<file path="src/rtl/hazard_ctrl.sv">
// ============================================================================
// Module   : hazard_ctrl
// Brief    : Pipeline hazard/control unit for the five-stage RV32 core:
//            stage enables, bubbles, registered forwarding selects and a
//            memory-wait timeout detector. Optional macro: HAZARD_PERF_EN.
// Revision : 1.0 - initial release
// ============================================================================
`default_nettype none

module hazard_ctrl #(
    parameter int REG_ADDR_W  = 5,
    parameter int MEM_TIMEOUT = 255,
    parameter int TMO_W       = $clog2(MEM_TIMEOUT + 1)
) (
    input  logic                  iClk,
    input  logic                  nRst,
    input  logic [REG_ADDR_W-1:0] iIdRs1,
    input  logic [REG_ADDR_W-1:0] iIdRs2,
    input  logic                  iIdRs1Used,
    input  logic                  iIdRs2Used,
    input  logic [REG_ADDR_W-1:0] iExRd,
    input  logic                  iExRegWr,
    input  logic                  iExMemRd,
    input  logic [REG_ADDR_W-1:0] iMeRd,
    input  logic                  iMeRegWr,
    input  logic                  iBrTaken,
    input  logic                  iIfBusy,
    input  logic                  iMemBusy,
    output logic                  oIfEn,
    output logic                  oIdEn,
    output logic                  oExEn,
    output logic                  oMeEn,
    output logic                  oIdFlush,
    output logic                  oExFlush,
    output logic                  oFwExS1,
    output logic                  oFwExS2,
    output logic                  oFwMeS1,
    output logic                  oFwMeS2,
    output logic                  oMemTimeout
`ifdef HAZARD_PERF_EN
    ,
    output logic [31:0]           oStallCnt,
    output logic [31:0]           oFlushCnt
`endif
);

    typedef enum logic [1:0] {
        ST_RUN      = 2'd0,
        ST_MEM_WAIT = 2'd1,
        ST_TIMEOUT  = 2'd2
    } state_t;

    localparam logic [REG_ADDR_W-1:0] c_regZero = '0;
    localparam logic [TMO_W-1:0]      c_cntMax  = TMO_W'(MEM_TIMEOUT);
    localparam logic [TMO_W-1:0]      c_cntOne  = TMO_W'(1);

    state_t             r_state;
    state_t             w_nextState;
    logic [TMO_W-1:0]   r_cnt;
    logic [TMO_W-1:0]   w_cntNext;
    logic               w_cntHit;
    logic               r_memTimeout;

    logic               w_exHitRs1;
    logic               w_exHitRs2;
    logic               w_meHitRs1;
    logic               w_meHitRs2;
    logic               w_loadUse;
    logic               w_fwExS1;
    logic               w_fwExS2;
    logic               w_fwMeS1;
    logic               w_fwMeS2;
    logic               r_fwExS1;
    logic               r_fwExS2;
    logic               r_fwMeS1;
    logic               r_fwMeS2;

    // ------------------------------------------------------------------
    // Dependency detection against the ID source operands
    // ------------------------------------------------------------------
    assign w_exHitRs1 = iExRegWr && (iExRd != c_regZero) && (iExRd == iIdRs1) && iIdRs1Used;
    assign w_exHitRs2 = iExRegWr && (iExRd != c_regZero) && (iExRd == iIdRs2) && iIdRs2Used;
    assign w_meHitRs1 = iMeRegWr && (iMeRd != c_regZero) && (iMeRd == iIdRs1) && iIdRs1Used;
    assign w_meHitRs2 = iMeRegWr && (iMeRd != c_regZero) && (iMeRd == iIdRs2) && iIdRs2Used;

    // A load result is not available in EX/ME yet, so it stalls instead of forwarding
    assign w_loadUse = iExMemRd && (w_exHitRs1 || w_exHitRs2);

    assign w_fwExS1 = w_exHitRs1 && !iExMemRd;
    assign w_fwExS2 = w_exHitRs2 && !iExMemRd;
    assign w_fwMeS1 = w_meHitRs1 && !w_fwExS1;
    assign w_fwMeS2 = w_meHitRs2 && !w_fwExS2;

    // ------------------------------------------------------------------
    // Memory-wait counter: saturating, cleared by any non-busy cycle
    // ------------------------------------------------------------------
    always_comb begin
        w_cntNext = '0;
        w_cntHit  = 1'b0;
        if (iMemBusy) begin
            if (r_cnt == c_cntMax) begin
                w_cntNext = r_cnt;
            end else begin
                w_cntNext = r_cnt + c_cntOne;
                w_cntHit  = ((r_cnt + c_cntOne) == c_cntMax);
            end
        end
    end

    always_ff @(posedge iClk or negedge nRst) begin
        if (!nRst) begin
            r_cnt        <= '0;
            r_memTimeout <= 1'b0;
        end else begin
            r_cnt <= w_cntNext;
            if (w_cntHit) begin
                r_memTimeout <= 1'b1;
            end
        end
    end

    // ------------------------------------------------------------------
    // Control FSM: state register
    // ------------------------------------------------------------------
    always_ff @(posedge iClk or negedge nRst) begin
        if (!nRst) begin
            r_state <= ST_RUN;
        end else begin
            r_state <= w_nextState;
        end
    end

    // ------------------------------------------------------------------
    // Control FSM: next state and stage controls
    // ------------------------------------------------------------------
    always_comb begin
        w_nextState = r_state;
        oIfEn       = 1'b1;
        oIdEn       = 1'b1;
        oExEn       = 1'b1;
        oMeEn       = 1'b1;
        oIdFlush    = 1'b0;
        oExFlush    = 1'b0;

        case (r_state)
            ST_RUN: begin
                if (iMemBusy) begin
                    w_nextState = w_cntHit ? ST_TIMEOUT : ST_MEM_WAIT;
                end
            end
            ST_MEM_WAIT: begin
                if (!iMemBusy) begin
                    w_nextState = ST_RUN;
                end else if (w_cntHit) begin
                    w_nextState = ST_TIMEOUT;
                end
            end
            ST_TIMEOUT: begin
                if (!iMemBusy) begin
                    w_nextState = ST_RUN;
                end
            end
            default: begin
                w_nextState = ST_RUN;
            end
        endcase

        // Freeze beats everything: EX holds and re-presents any pending branch
        if (!nRst || iMemBusy) begin
            oIfEn = 1'b0;
            oIdEn = 1'b0;
            oExEn = 1'b0;
            oMeEn = 1'b0;
        end else if (iBrTaken) begin
            oIdFlush = 1'b1;
            oExFlush = 1'b1;
        end else if (w_loadUse) begin
            oIfEn    = 1'b0;
            oIdEn    = 1'b0;
            oExFlush = 1'b1;
        end else if (iIfBusy) begin
            oIdFlush = 1'b1;
        end
    end

    // ------------------------------------------------------------------
    // Forwarding selects follow the instruction from ID into EX
    // ------------------------------------------------------------------
    always_ff @(posedge iClk or negedge nRst) begin
        if (!nRst) begin
            r_fwExS1 <= 1'b0;
            r_fwExS2 <= 1'b0;
            r_fwMeS1 <= 1'b0;
            r_fwMeS2 <= 1'b0;
        end else if (oExEn) begin
            if (oExFlush) begin
                r_fwExS1 <= 1'b0;
                r_fwExS2 <= 1'b0;
                r_fwMeS1 <= 1'b0;
                r_fwMeS2 <= 1'b0;
            end else begin
                r_fwExS1 <= w_fwExS1;
                r_fwExS2 <= w_fwExS2;
                r_fwMeS1 <= w_fwMeS1;
                r_fwMeS2 <= w_fwMeS2;
            end
        end
    end

    assign oFwExS1     = r_fwExS1;
    assign oFwExS2     = r_fwExS2;
    assign oFwMeS1     = r_fwMeS1;
    assign oFwMeS2     = r_fwMeS2;
    assign oMemTimeout = r_memTimeout;

`ifdef HAZARD_PERF_EN
    // ------------------------------------------------------------------
    // Performance counters (wrap naturally at 2^32)
    // ------------------------------------------------------------------
    logic        w_stallEvt;
    logic        w_flushEvt;
    logic [31:0] r_stallCnt;
    logic [31:0] r_flushCnt;

    assign w_stallEvt = iMemBusy || (!iBrTaken && w_loadUse);
    assign w_flushEvt = !iMemBusy && iBrTaken;

    always_ff @(posedge iClk or negedge nRst) begin
        if (!nRst) begin
            r_stallCnt <= '0;
            r_flushCnt <= '0;
        end else begin
            if (w_stallEvt) begin
                r_stallCnt <= r_stallCnt + 32'd1;
            end
            if (w_flushEvt) begin
                r_flushCnt <= r_flushCnt + 32'd1;
            end
        end
    end

    assign oStallCnt = r_stallCnt;
    assign oFlushCnt = r_flushCnt;
`endif

endmodule

`default_nettype wire
</file>
<file path="config.mk">
export PLATFORM = sky130hd
export DESIGN_NAME = hazard_ctrl
export DESIGN_NICKNAME = d
export VERILOG_FILES = /design/src/rtl/hazard_ctrl.sv
export SDC_FILE = /design/constraint.sdc
export NUM_CORES = 1
export LEC_CHECK = 0
export BUFFER_PORTS_ARGS = -buffer_cell sky130_fd_sc_hd__buf_4
export CELL_PAD_IN_SITES_DETAIL_PLACEMENT = 1
export CELL_PAD_IN_SITES_GLOBAL_PLACEMENT = 1
export CORE_ASPECT_RATIO = 1.25
export CORE_MARGIN = 2
export CORE_UTILIZATION = 38
export CTS_BUF_LIST = sky130_fd_sc_hd__clkbuf_4 sky130_fd_sc_hd__clkbuf_8
export DETAILED_ROUTE_END_ITERATION = 7
export PLACE_DENSITY_LB_ADDON = 0.08
export SLEW_MARGIN = 20
export SYNTH_ARGS = -nofsm -noshare
export SYNTH_HDL_FRONTEND = slang
export SYNTH_SLANG_ARGS = --single-unit
</file>
<file path="constraint.sdc">
create_clock -name iClk -period 4.7 [get_ports iClk]
set_input_delay 0.94 -clock iClk [delete_from_list [all_inputs] [get_ports iClk]]
set_output_delay 0.94 -clock iClk [all_outputs]
set_load 0.02 [all_outputs]
</file>
==> results of run 1 <==
logic make-up after synthesis:
group,Yosys count,share of synthesized area (%)
XOR/XNOR,26,23.5
AO/OA/AOI/OAI,23,16.3
buffers and inverters,7,3.48
adder cells (fa/ha/maj),2,2.58
AND/OR/NAND/NOR,38,20.6
flip-flops,13,33.5
power groups by stage:
stage                     Combinational [uW]  Sequential, uW  Clock, uW
after global placement                  66.3             119          0
after global routing                    74.8             118       84.9
after detailed placement                68.5             120          0
final                                   67.4             117       75.6
after CTS                               68.7             117       78.8
after floorplan                         31.6             119          0
final cells by class:
| cell class | instances | area (sq um) |
|---|---|---|
| timing repair buffer | 40 | 300 |
| inverter | 5 | 18.8 |
| tap | 33 | 41.3 |
| multi-input combinational | 89 | 611 |
| fill | 311 | 1100 |
| sequential | 13 | 325 |
| clock buffer | 4 | 30.0 |
sequential cells by signal (all words and copies together), names as in the netlist:
name,cells
oMemTimeout,1
r_cnt,8
oFwMeS2,1
oFwMeS1,1
oFwExS2,1
oFwExS1,1
placed cells by master (no fill, tap or decap), types with 3 or more instances in the layout:
cell / count
a21oi_1: 7
nand4_1: 3
nand3_1: 7
xor2_1: 9
buf_4: 40
nor2_1: 6
nand2_1: 8
xnor2_1: 17
nand2b_1: 3
dfrtp_1: 13
clkbuf_4: 4
inv_1: 4
worst max-delay path, cell delays in order:
cell and delay, ns:
buf_4 0.13, xor2_1 0.15, nor4_1 0.37, nand3_1 0.22, a21oi_1 0.26, a21oi_1 0.13, buf_4 0.17
final timing paths:
| path | from | end | slack (ns) | cells after the start |
|---|---|---|---|---|
| worst max-delay path | iExRd[1] | oIdEn | 1.40 | 7 |
| worst min-delay path | oMemTimeout | oMemTimeout | 0.47 | 1 |
| worst max register to register | r_cnt[0] | r_cnt[0] | 2.99 | 5 |
| worst min register to register | oMemTimeout | oMemTimeout | 0.47 | 1 |
| max in group asynchronous | nRst | r_cnt[4] | 4.04 | 1 |
| min in group asynchronous | nRst | oFwMeS2 | 0.49 | 1 |
metal layers:
layer	GRT usage [%]	part of all wire (%)
met1	21.5	39
met2	38.2	54
met3	2.96	4.6
met4	9.80	2.0
met5	0	0
metrics by stage:
step                      utilization, %  total power (uW)  std cells  cell area [sq um]
after floorplan                        -               151        109                970
final                               54.6               260        184               1330
after global routing                54.6               278        184               1330
after CTS                           54.6               265        184               1330
after global placement              53.4               186        180               1300
after detailed placement            53.4               188        180               1300
==> results_dict.tcl, run 1 <==
set metrics [dict create \
    syn_nets 141 \
    antenna_found_initial 0 \
    p_leak_uw 0.000589 \
    fin_nets 184 \
    vias 951 \
    core_region_area_sq_mm 0.00243 \
    fmax_mhz 303 \
    clock_sinks 13 \
    routedWlPerCell_um 14.0 \
    cts_htree_levels 1 \
    setup_ws_ns 1.40 \
    die_w_um 49.2 \
    diodes 0 \
    hold_class "reg2reg" \
    area_growth_pct 36.8 \
    cts.clk_slew.worst_paths_ns 0.08 \
    final_max_slew_viol_count 0 \
    pwr-share-clk_pct 29.0 \
    yosysTopAreaCell "dfrtp_1" \
    intPower_uw 188 \
    syn_avg_cell_area_sq_um 8.90 \
    cap_violations 0 \
    ys_top_cells_by_area "dfrtp_1, xnor2_1, xor2_1" \
    setup_viol 0 \
    postCtsSetupRepairBufs 0 \
    ios 41 \
    netlist.area_leader.share_pct 33.5 \
    clk-insertion-delay-late_ns 0.28 \
    grt_max_degree 15 \
    ctsRootBufferMaster "clkbuf_4" \
    hold-worst-slack_ns 0.471 \
    dieArea_sq_mm 0.00297 \
    power_frac_comb_pct 25.9 \
    p_seq_share_pct 45.1 \
    synth_warnings 0 \
    die_y_um 60.5 \
    finalCritPeriodShare_pct 70.1 \
    synth.distinct_cells 31 \
    cts-buffers-inserted 3 \
    cts_max_path_buffers 2 \
    startpoint_type "input port" \
    synthCells 109 \
    rsz0062_at_grt "no" \
    power-per-cell-area_mw_per_mm2 196 \
    vias_per_cell 5.17 \
    cts_tree "built" \
    finalHoldViolCount 0 \
    grt_pass1_vias 1043 \
    dp_hpwl_um 2190 \
    drtIter0Drc 7 \
    synth.most_common_cell "xnor2_1" \
    switching_share_pct 27.9 \
    critical_path_required_ns 3.76 \
    drt_wl_total_um 2580 \
    row_count 20 \
    dpl_worst_slack_ns 1.38 \
    ys_seq_area_share_pct 33.5 \
    gr-total-overflow 0 \
    critPathKind "in2out" \
    grt_pass1_wl_um 4490 \
    drcViolationCount 0 \
    io_buffers 40 \
    switchingPower_uw 72.5 \
    post_cts_resized 0 \
    ant_nets 0 \
    yosys_most_used_dff "dfrtp_1" \
    dr.pass1.iters 4 \
    max-vdd-ir-drop_uv 93.5 \
    synth-seq-cells 13 \
    slew_headroom_pct 75.5 \
    tightest_slew_ns 0.367 \
    endpoint_kind "output port" \
    crit_fanout 4 \
    synth-edff-count 0 \
    final.setup.tns_ns 0 \
    gr-usage-all-layers_pct 19.9 \
    status "completed" \
    gp_congestion 0.706 \
    drive_above_1_share_pct 29.8 \
    netlist_top_cells_count "xnor2_1, dfrtp_1, xor2_1" \
    min_period_ns 3.30 \
    start_util_pct 39.9 \
    fin_skew_ns 0.00482 \
    async_flop_share_pct 100 \
    arrival_ns 2.36 \
    cts_hold_buffers 0 \
    synth_area_sq_um 970 \
]
(Power assumes the default switching activity.)
==> run 2: changes to the inputs <==
CORE_UTILIZATION = 32   (was 38)
clock period = 2.8 ns   (was 4.7 ns; I/O delays follow)
==> results_dict.tcl, run 2 (same netlist as run 1, synthesis figures left out) <==
set metrics [dict create \
    status "completed" \
    p_seq_share_pct 44.9 \
    power_frac_comb_pct 26.3 \
    row_count 22 \
    rsz0062_at_grt "no" \
    grt_pass1_wl_um 4540 \
    finalNonFillerCells 190 \
    switchingPower_uw 122 \
    mostFrequentLayoutCells "buf_4, xnor2_1, dfrtp_1, xor2_1, nand2_1" \
    cts_max_path_buffers 2 \
    postCtsSetupRepairBufs 0 \
    dr.pass1.iters 3 \
    gr-usage-all-layers_pct 17.6 \
    use_met2_pct 30.9 \
    largest_reg_flops 8 \
    tightest_slew_ns 0.328 \
    dieArea_sq_mm 0.00349 \
    clk-insertion-delay-late_ns 0.28 \
    final_common_cell "buf_4" \
    dp_cells 186 \
    reg2reg_depth 4 \
    vias 972 \
    hold_class "in2async" \
    crit_fanout 3 \
    ios 41 \
    power-per-cell-area_mw_per_mm2 324 \
    grt_util_met3_pct 1.36 \
    slew_headroom_pct 77.9 \
    fin_skew_ns 0.00802 \
    dp_hpwl_um 2280 \
    grt_max_degree 15 \
    cap_violations 0 \
    max-vdd-ir-drop_uv 129 \
    cts_hold_buffers 0 \
    grt-busiest-layer "met2" \
    switching_share_pct 27.8 \
    r2r_slack_ns 1.16 \
    clock_sinks 13 \
    endpoint_kind "output port" \
    final_max_slew_viol_count 0 \
    die_w_um 53.2 \
    finalCritPeriodShare_pct 90.1 \
    postLayoutCoreUtil_pct 46.4 \
    final_area_sq_mm 0.00135 \
    min_period_ns 2.52 \
    placement.cell_area_sq_mm 0.00132 \
    grt_pass1_vias 1014 \
    start_util_pct 33.2 \
    io_buffers 40 \
    pwr-share-clk_pct 28.8 \
    drive_above_1_share_pct 31.2 \
    p_leak_uw 0.000602 \
    cts_htree_levels 1 \
    cts_tree "built" \
    cts-buffers-inserted 3 \
    top_register "r_cnt" \
    drt_wl_total_um 2650 \
    antenna_found_initial 0 \
    drcViolationCount 0 \
    cts.clk_slew.worst_paths_ns 0.08 \
    vias_per_cell 5.12 \
    startpoint_type "input port" \
    finalHoldViolCount 0 \
    ant_nets 0 \
    intPower_uw 317 \
    post_cts_resized 0 \
    diodes 0 \
    critical_path_required_ns 2.24 \
    final.setup.tns_ns 0 \
    drtIter0Drc 4 \
    routedWlPerCell_um 13.9 \
    fin_nets 187 \
    die_y_um 65.5 \
    use_met1_pct 20.4 \
    fmax_mhz 396 \
    gr-total-overflow 0 \
    setup_viol 0 \
    area_growth_pct 39.5 \
    ctsRootBufferMaster "clkbuf_4" \
    gp_congestion 0.710 \
    critPathKind "in2out" \
    arrival_ns 1.96 \
    core_region_area_sq_mm 0.00292 \
]
run 2: changes by cell type in the layout (fill, tap and decap cells not counted), sizes merged:
| cell | before | now |
|---|---|---|
| buf | 40 | 43 |
run 2: layout make-up:
class	count	area, sq um
inverter	5	18.8
clock buffer	4	30.0
sequential	13	325
tap	36	45.0
multi-input combinational	89	611
fill	383	1570
timing repair buffer	43	323
run 2: worst max-delay path, stage by stage:
cell,delay [ns]
buf_4,0.12
or4_1,0.54
o21a_1,0.22
nand2_1,0.07
a21oi_1,0.06
a21oi_1,0.20
buf_4,0.18
run 2: worst paths after layout:
check,from,endpoint
setup / recovery,iExRd[1],oIfEn
hold / removal,nRst,r_cnt[7]
setup reg to reg,r_cnt[0],r_cnt[1]
hold reg to reg,oMemTimeout,oMemTimeout
max in group asynchronous,nRst,oMemTimeout
min in group iClk,oMemTimeout,oMemTimeout
run 2: power by group through the flow:
stage	clock network, uW	registers, uW	logic [uW]
4_1_cts	132	197	118
3_3_place_gp	0	200	115
5_1_grt	142	198	128
6_report	126	197	115
2_1_floorplan	0	200	53.0
3_5_place_dp	0	201	117
run 2: stage by stage:
step,hold slack (ns),power (uW),worst slack [ns]
after floorplan,0.264,253,0.199
after global placement,0.418,315,0.296
after detailed placement,0.415,318,0.250
after CTS,0.101,447,0.248
after global routing,0.0995,468,0.148
final,0.104,439,0.278
run 2: per-layer routing:
| layer | part of all wire (%) | vias up | wire (um) |
|---|---|---|---|
| met5 | 0 | - | 0 |
| met4 | 2.5 | 0 | 65 |
| met3 | 4.5 | 5 | 118 |
| met2 | 53 | 29 | 1390 |
| met1 | 40 | 459 | 1070 |
| li1 | - | 479 | - |
